[src/rtl/tenkey_debounce.sv]
// tenkey_debounce: synchronises and debounces the ten keypad switches and
// emits one single-cycle one-hot code per clean single-key press.
//
//   state   | meaning
//   --------+----------------------------------------------------------
//   IDLE    | no key held; waiting for any synchronised switch activity
//   PRESS   | one candidate key seen; counting stable cycles to accept
//   HELD    | key accepted (or multi-key rejected); waiting for release
//   RELEASE | all keys up; counting stable cycles before re-arming
module tenkey_debounce #(
    parameter int DEBOUNCE_CYCLES = 16,
    parameter int CNT_W           = 8
) (
    input  logic       clk,
    input  logic       reset,
    input  logic [9:0] sw_raw,
    output logic [9:0] tenkey,
    output logic       key_valid,
    output logic       multi_err,
    output logic       busy
);

    typedef enum logic [1:0] {IDLE, PRESS, HELD, RELEASE} state_t;

    // Terminal count; DEBOUNCE_CYCLES may equal 2^CNT_W, so the last count
    // always fits in CNT_W bits and the counter never needs to wrap.
    localparam logic [CNT_W-1:0] CNT_LAST = CNT_W'(DEBOUNCE_CYCLES - 1);

    logic [9:0]       sw_m_q, sw_s_q;
    state_t           state_q, state_d;
    logic [CNT_W-1:0] cnt_q, cnt_d;
    logic [9:0]       cand_q, cand_d;
    logic [9:0]       tenkey_q, tenkey_d;
    logic             key_valid_q, key_valid_d;
    logic             multi_err_q, multi_err_d;
    logic             busy_q, busy_d;

    // Next-state, counter, candidate and registered-output computation.
    always_comb begin
        state_d     = state_q;
        cnt_d       = cnt_q;
        cand_d      = cand_q;
        tenkey_d    = '0;
        key_valid_d = 1'b0;
        multi_err_d = 1'b0;

        unique case (state_q)
            IDLE: begin
                if ($onehot(sw_s_q)) begin
                    cand_d  = sw_s_q;
                    cnt_d   = '0;
                    state_d = PRESS;
                end else if (sw_s_q != '0) begin
                    multi_err_d = 1'b1;
                    state_d     = HELD;
                end
            end
            PRESS: begin
                if (sw_s_q != cand_q) begin
                    cnt_d   = '0;
                    state_d = IDLE;
                end else if (cnt_q == CNT_LAST) begin
                    tenkey_d    = cand_q;
                    key_valid_d = 1'b1;
                    state_d     = HELD;
                end else begin
                    cnt_d = cnt_q + CNT_W'(1);
                end
            end
            HELD: begin
                if (sw_s_q == '0) begin
                    cnt_d   = '0;
                    state_d = RELEASE;
                end
            end
            RELEASE: begin
                if (sw_s_q != '0) begin
                    state_d = HELD;
                end else if (cnt_q == CNT_LAST) begin
                    state_d = IDLE;
                end else begin
                    cnt_d = cnt_q + CNT_W'(1);
                end
            end
            default: state_d = IDLE;
        endcase

        busy_d = (state_d == HELD) || (state_d == RELEASE);
    end

    // Synchroniser, state and output registers.
    always_ff @(posedge clk or posedge reset) begin
        if (reset) begin
            sw_m_q      <= '0;
            sw_s_q      <= '0;
            state_q     <= IDLE;
            cnt_q       <= '0;
            cand_q      <= '0;
            tenkey_q    <= '0;
            key_valid_q <= 1'b0;
            multi_err_q <= 1'b0;
            busy_q      <= 1'b0;
        end else begin
            sw_m_q      <= sw_raw;
            sw_s_q      <= sw_m_q;
            state_q     <= state_d;
            cnt_q       <= cnt_d;
            cand_q      <= cand_d;
            tenkey_q    <= tenkey_d;
            key_valid_q <= key_valid_d;
            multi_err_q <= multi_err_d;
            busy_q      <= busy_d;
        end
    end

    assign tenkey    = tenkey_q;
    assign key_valid = key_valid_q;
    assign multi_err = multi_err_q;
    assign busy      = busy_q;

endmodule
[config.mk]
export PLATFORM = sky130hd
export DESIGN_NAME = tenkey_debounce
export DESIGN_NICKNAME = d
export VERILOG_FILES = /design/src/rtl/tenkey_debounce.sv
export SDC_FILE = /design/constraint.sdc
export NUM_CORES = 1
export LEC_CHECK = 0
export ABC_CLOCK_PERIOD_IN_PS = 4250
export CAP_MARGIN = 40
export CORE_ASPECT_RATIO = 0.6
export CORE_MARGIN = 2
export CORE_UTILIZATION = 50
export CTS_BUF_LIST = sky130_fd_sc_hd__clkbuf_8
export DETAILED_ROUTE_END_ITERATION = 16
export PLACE_DENSITY_LB_ADDON = 0.12
export SYNTH_ARGS = -nofsm -noshare
export SYNTH_HDL_FRONTEND = slang
export SYNTH_SLANG_ARGS = --single-unit
export TNS_END_PERCENT = 1
[constraint.sdc]
create_clock -name clk -period 4.25 [get_ports clk]
set_input_delay 0.85 -clock clk [delete_from_list [all_inputs] [get_ports clk]]
set_output_delay 0.85 -clock clk [all_outputs]
set_load 0.02 [all_outputs]
==> metrics.yaml, run 1 <==
max_freq_mhz: 245.7
multiInputGateArea_sq_um: 835.8
critPathMaxFanout: 7
diodes: 0
yosysWarnings: 0
grt_setup_unrepaired: "yes"
die_h_um: 55.61
clkPwrFrac: 0.295
slew_viol_final: 0
r2r_slack_ns: 0.18
vias: 1399
grt_max_degree: 35
root_buffer: "clkbuf_8"
die_w_um: 90.02
crit_arrival_ns: 4.26
slew_headroom: 0.5914
skew_ns: 0.007884
gp_congestion: 0.7877
clk_pin_slew_ns: 0.08
status: "finished, final reports clean"
ys.flop_type: "dfrtp_1"
reg2reg_depth: 13
cts_hold_buf: 0
wl_mm: 3.806
post_cts_buffers: 0
clockBufferDepth: 2
syn_area_sq_um: 2220
dpl.hpwl_mm: 2.927
required_ns: 4.44
synthTopCellsByArea: "dfrtp_1, fa_1, xor2_1"
swShare: 0.2526
grt_usage: 0.1768
r2r-end: "cnt_q[0]$_DFFE_PP0P_"
drive_gt1_frac: 0.1073
p_seq_frac: 0.564
net-switching-power_mw: 0.2537
fin_crit_sh: 0.9577
synth_cell_types: 39
rows: 18
nNetsFinal: 226
syn-mean-instance-area_sq_um: 12.76
cts.sink_count: 53
timing.setup.tns_ns: 0
reg2reg_from: "sw_s_q[7]$_DFF_PP0_"
hold_depth: 0
worstHoldEndpoint: "sw_s_q[7]$_DFF_PP0_"
grt_pass1_vias: 1417
ioPinCount: 25
p_per_area_nw_per_um2: 378.3
start_util: 0.5299
port_buffers: 24
cts_buffers: 5
drtIter0Drc: 110
p_comb_frac: 0.141
post_dp_cell_area_sq_um: 2545
synth_nets: 196
grt_overflow: 0
synth_most_common_cell: "dfrtp_1"
numPlacedInstances: 257
routedWlPerCell_um: 14.36
ant_nets: 0
synth-seq-cells: 53
finalSetupViolCount: 0
p_int_mw: 0.7506
start_kind: "register"
hold_viol_final: 0
fin_area_sq_um: 2655
cts_tree: "built"
grt_pass1_wl_mm: 6.658
hold_path_class: "reg -> reg"
seqCellArea_sq_um: 1326
ir_drop_uv: 246.2
core_area_sq_um: 4189
max_slew.worst_pin.slew_ns: 0.6050
netlist_top_cells_count: "dfrtp_1, inv_1, and2_1"
async_flop_share: 1.000
drtPass1Iterations: 4
stdcell_count: 265
leakage_nw: 1.263
synth_seq_area_share: 0.5975
die_area_sq_um: 5006
cts_max_level: 2
fin_crit_ns: 4.070
viasPerCell: 5.279
worstHoldStart: "sw_m_q[7]$_DFF_PP0_"
synth_top_cell_area_share: 0.5975
worstSetupPathType: "reg -> reg"
synth_top_area_cell: "dfrtp_1"
end_kind: "register"
drc: 0
antenna_found_initial: 0
syn_inst: 174
maxCapViolCount: 0
synth_edf_count: 0
worstSkewPairLatency_ns: 0.31
final_core_util: 0.6338
fillCellCount: 340
area_delta_synth_final_pct: 19.62
## cells by family (layout without fill, tap and decap cells)
family | Yosys count | in the layout | synth area share
muxes | 7 | 7 | 0.03551
AOI/OAI and AO/OA | 30 | 30 | 0.09245
adders and majority gates | 10 | 10 | 0.07667
and+or+nand+nor | 47 | 47 | 0.1285
DFF | 53 | 53 | 0.5975
xor gates and xnor gates | 10 | 10 | 0.03946
buffers and inverters | 17 | 48 | 0.02987
## area by class of cell
cell class              count  share of cell area
multi-input cells         104              0.3148
repair buffers             25             0.09802
clock buffers               7             0.03629
well taps                  60             0.02828
inverters                  15             0.02121
clock inverters             1            0.001885
flip-flops and latches     53              0.4995
## worst max path at each step
stage | from | slack (ns) | to | cells after the start
floorplan | sw_s_q[0]$_DFF_PP0_ | 0.39 | cand_q[2]$_DFFE_PP0P_ | 13
global placement | sw_s_q[0]$_DFF_PP0_ | 0.25 | cand_q[2]$_DFFE_PP0P_ | 12
detailed placement | sw_s_q[7]$_DFF_PP0_ | 0.14 | cand_q[2]$_DFFE_PP0P_ | 12
CTS | sw_s_q[7]$_DFF_PP0_ | 0.11 | cand_q[2]$_DFFE_PP0P_ | 12
global route | sw_s_q[7]$_DFF_PP0_ | -0.03 | cnt_q[0]$_DFFE_PP0P_ | 13
finish | sw_s_q[7]$_DFF_PP0_ | 0.18 | cnt_q[0]$_DFFE_PP0P_ | 13
## stage by stage
| stage | total power, mW | hold WS [ns] | worst slack [ns] |
|---|---|---|---|
| floorplan | 0.6717 | 0.3312 | 0.3890 |
| global placement | 0.7059 | 0.3315 | 0.2465 |
| detailed placement | 0.7172 | 0.3347 | 0.1389 |
| CTS | 1.016 | 0.3542 | 0.1106 |
| global route | 1.061 | 0.3599 | -0.02727 |
| finish | 1.004 | 0.3516 | 0.1797 |
## power groups by stage
stage               clock [mW]  combinational (mW)  sequential [mW]
finish                   0.297               0.142            0.566
global route             0.328               0.162            0.571
CTS                      0.307               0.143            0.566
detailed placement           0               0.141            0.576
global placement             0               0.131            0.575
floorplan                    0               0.106            0.566
## layout by cell type (no fill, tap or decap), drive strengths merged, types with 2 or more instances in the layout
cell type      instances
a22o                   4
clkdlybuf4s50         24
a21oi                  7
nand2b                 2
nor3                   3
nand2                  9
and3                   2
or3b                   2
nor2b                  2
clkbuf                 7
ha                     4
xor2                  10
mux2                   7
nor2                   4
nand3                  2
fa                     6
inv                   15
nor4                   4
o21ai                  9
and2                  12
dfrtp                 53
## critical path, cell delays in order (launching register included)
cell	delay, ns
dfrtp_1	0.47
fa_1	0.50
fa_1	0.49
inv_1	0.05
fa_1	0.42
inv_1	0.07
ha_1	0.17
inv_1	0.06
fa_1	0.40
a2111oi_2	0.34
o211ai_1	0.20
a22oi_2	0.35
o31ai_1	0.16
mux2_2	0.29
## flip-flops by register name (all words and copies together) (netlist names), 2 cells and up
signal and count:
state_q 2, tenkey 10, cnt_q 8, sw_m_q 10, sw_s_q 10, cand_q 10
## what timing repair did
item	4_1_cts	5_1_grt
endpoints found under the hold margin	0	0
gates resized for setup	0	2
setup endpoints to repair	0	8
## routing by layer
layer,GRT usage,wire (um)
met1,0.2463,1727
met2,0.2470,1647
met3,0.05556,336
met4,0.1011,94
met5,0,0
Note: power is estimated with default switching activity, not from simulation.
==> run 2, diff against run 1 <==
--- a/config.mk
+++ b/config.mk
@@ -13,6 +13,7 @@
 export CTS_BUF_LIST = sky130_fd_sc_hd__clkbuf_8
 export DETAILED_ROUTE_END_ITERATION = 16
 export PLACE_DENSITY_LB_ADDON = 0.12
+export SLEW_MARGIN = 5
 export SYNTH_ARGS = -nofsm -noshare
 export SYNTH_HDL_FRONTEND = slang
 export SYNTH_SLANG_ARGS = --single-unit
==> constraint.sdc (replaced) <==
create_clock -name clk -period 4.25 [get_ports clk]
set_input_delay 0.85 -clock clk [delete_from_list [all_inputs] [get_ports clk]]
set_output_delay 0.85 -clock clk [all_outputs]
set_load 0.1 [all_outputs]
==> run 2 against run 1 <==
Design area rose by 7.4%. Total power increased by 0.23%. Non-clock buffer count rose by 13. Largest cell class unchanged. Sequential share of layout area is 3.4 points lower. Sequential cell count unchanged. Highest routed layer unchanged. Hold slack about the same. Register-to-register slack improved by 0.03 ns. Worst setup slack better by 0.029 ns. Combinational power is essentially flat. First-iteration DRC count is 38% higher.
==> metrics.yaml, run 2 (same netlist as run 1, synthesis figures left out) <==
slowest_delay_ns: 0.51  # about the same
grt_max_degree: 35  # unchanged
p_per_area_nw_per_um2: 353.2  # -6.6%
path_cells: "fa_1, fa_1, inv_1, fa_1, inv_1, ha_1, inv_1, fa_1, a2111oi_2, o211ai_1, a22oi_2, o31ai_1, mux2_2"
ir_drop_uv: 222.4  # -9.7%
clk_pin_slew_ns: 0.09  # about the same
die_h_um: 55.61  # unchanged
antenna_found_initial: 0  # unchanged
post_cts_buffers: 0  # unchanged
clockBufferDepth: 2  # unchanged
required_ns: 4.43  # about the same
grt_pass1_wl_mm: 7.176  # +7.8%
routedWlPerCell_um: 14.74  # +2.6%
p_int_mw: 0.7506  # about the same
slew_headroom: 0.5897  # -0.001701
final_core_util: 0.6804  # +0.04659
worstSkewPairLatency_ns: 0.30  # about the same
cts_max_level: 2  # unchanged
ant_nets: 0  # unchanged
crit_arrival_ns: 4.22  # -0.04 ns
status: "finished, final reports clean"
hold_viol_final: 0  # unchanged
clkPwrFrac: 0.296  # about the same
critPathMaxFanout: 7  # unchanged
swShare: 0.2544  # +0.001746
end_kind: "register"
post-place-ws_ns: 0.1218  # -0.01709 ns
skew_ns: 0.01224  # +0.004361 ns
hold_path_class: "reg -> reg"
drc: 0  # unchanged
nNetsFinal: 239  # +5.8%
grt_pass1_vias: 1542  # +8.8%
die_area_sq_um: 5006  # unchanged
grt_setup_unrepaired: "yes"
cpMaxStageDelayCell: "fa_1"
diodes: 0  # unchanged
cts.sink_count: 53  # unchanged
p_comb_frac: 0.142  # about the same
drtIter0Drc: 152  # +38%
cts_tree: "built"
cts_buffers: 5  # unchanged
max_slew.worst_pin.slew_ns: 0.6075  # +0.002518 ns
root_buffer: "clkbuf_8"
timing.setup.tns_ns: 0  # unchanged
net-switching-power_mw: 0.2560  # +0.92%
dpl.hpwl_mm: 3.199  # +9.3%
cts.repair.resized: 0  # unchanged
crit_path_frequent_cell: "fa_1"
whs_ns: 0.3520  # +0.0004880 ns
fin_crit_sh: 0.9508  # -0.006882
drive_gt1_frac: 0.1606  # +0.05323
port_buffers: 24  # unchanged
core_area_sq_um: 4189  # unchanged
fin_crit_ns: 4.041  # -0.02925 ns
vias: 1471  # +5.1%
area_delta_synth_final_pct: 28.41
final_common_cell: "dfrtp_1"
start_util: 0.5299  # unchanged
die_w_um: 90.02  # unchanged
maxCapViolCount: 0  # unchanged
drtPass1Iterations: 5  # +1
viasPerCell: 5.291  # +0.23%
grt_usage: 0.1859  # +0.009136
leakage_nw: 1.357  # +7.4%
fin_ws_ns: 0.2090  # +0.02925 ns
start_kind: "register"
worstSetupPathType: "reg -> reg"
final_cell_mix: "dfrtp_1, clkdlybuf4s50_1, inv_1, buf_8, and2_1"
max_freq_mhz: 247.5  # +0.72%
ioPinCount: 25  # unchanged
grt_overflow: 0  # unchanged
cts_hold_buf: 0  # unchanged
finalSetupViolCount: 0  # unchanged
slew_viol_final: 0  # unchanged
p_seq_frac: 0.562  # -0.002
rows: 18  # unchanged
wl_mm: 4.097  # +7.6%
gp_congestion: 0.7877  # unchanged
run 2: cell count changes in the layout (fill, tap and decap cells not counted), sizes merged:
cell / previous run / this run
buf: 1 / 14
run 2: routing by layer:
metal,track usage,vias to the layer above,share of wire
met4,0.05934,0,0.016
met3,0.04472,9,0.077
li1,-,680,-
met2,0.2986,71,0.46
met5,0,-,0
met1,0.2548,711,0.45
run 2: cell type report:
| type | count | area [sq um] |
|---|---|---|
| fillers | 314 | 1339 |
| flip-flops and latches | 53 | 1326 |
| multi-input cells | 104 | 835.8 |
| repair buffers | 38 | 455.4 |
| clock buffers | 7 | 96.34 |
| well taps | 60 | 75.07 |
| inverters | 15 | 56.30 |
| clock inverters | 1 | 5.005 |
run 2: critical path: cells and delay by family (launching register included):
kind | cells | cell delay [ns]
flip-flops | 1 | 0.43
AO/OA/AOI/OAI | 4 | 1.04
multiplexers | 1 | 0.29
buffers and inverters | 3 | 0.17
adder cells (fa/ha/maj) | 5 | 2.00
run 2: through the flow:
stage | area (sq um) | power [mW] | instances
finish | 2850 | 1.007 | 278
global route | 2850 | 1.062 | 278
CTS | 2841 | 1.012 | 278
detailed placement | 2740 | 0.7170 | 270
global placement | 2525 | 0.7059 | 256
floorplan | 2220 | 0.6717 | 174
run 2: power by group through the flow:
stage / clock network [mW] / logic [mW] / registers (mW)
after floorplan: 0 / 0.106 / 0.566
after global placement: 0 / 0.131 / 0.575
after detailed placement: 0 / 0.141 / 0.576
after CTS: 0.302 / 0.143 / 0.566
after global routing: 0.327 / 0.164 / 0.571
final: 0.298 / 0.143 / 0.566
run 2: path summary, 6_finish.rpt:
path / slack, ns / to / cells past startpoint / startpoint
hold / removal: 0.35 / sw_s_q[7]$_DFF_PP0_ / 0 / sw_m_q[7]$_DFF_PP0_
min in group asynchronous: 0.87 / cand_q[3]$_DFFE_PP0P_ / 2 / reset
max in group asynchronous: 2.87 / cnt_q[2]$_DFFE_PP0P_ / 3 / reset
hold reg to reg: 0.35 / sw_s_q[7]$_DFF_PP0_ / 0 / sw_m_q[7]$_DFF_PP0_
setup / recovery: 0.21 / cnt_q[0]$_DFFE_PP0P_ / 13 / sw_s_q[0]$_DFF_PP0_
setup reg to reg: 0.21 / cnt_q[0]$_DFFE_PP0P_ / 13 / sw_s_q[0]$_DFF_PP0_
==> run 3, diff against run 2 <==
--- a/config.mk
+++ b/config.mk
@@ -13,7 +13,6 @@
 export CTS_BUF_LIST = sky130_fd_sc_hd__clkbuf_8
 export DETAILED_ROUTE_END_ITERATION = 16
 export PLACE_DENSITY_LB_ADDON = 0.12
-export SLEW_MARGIN = 5
 export SYNTH_ARGS = -nofsm -noshare
 export SYNTH_HDL_FRONTEND = slang
 export SYNTH_SLANG_ARGS = --single-unit
==> results of run 3 <==
Same layout as run 2: the final DEF is identical, and so are final timing and power.
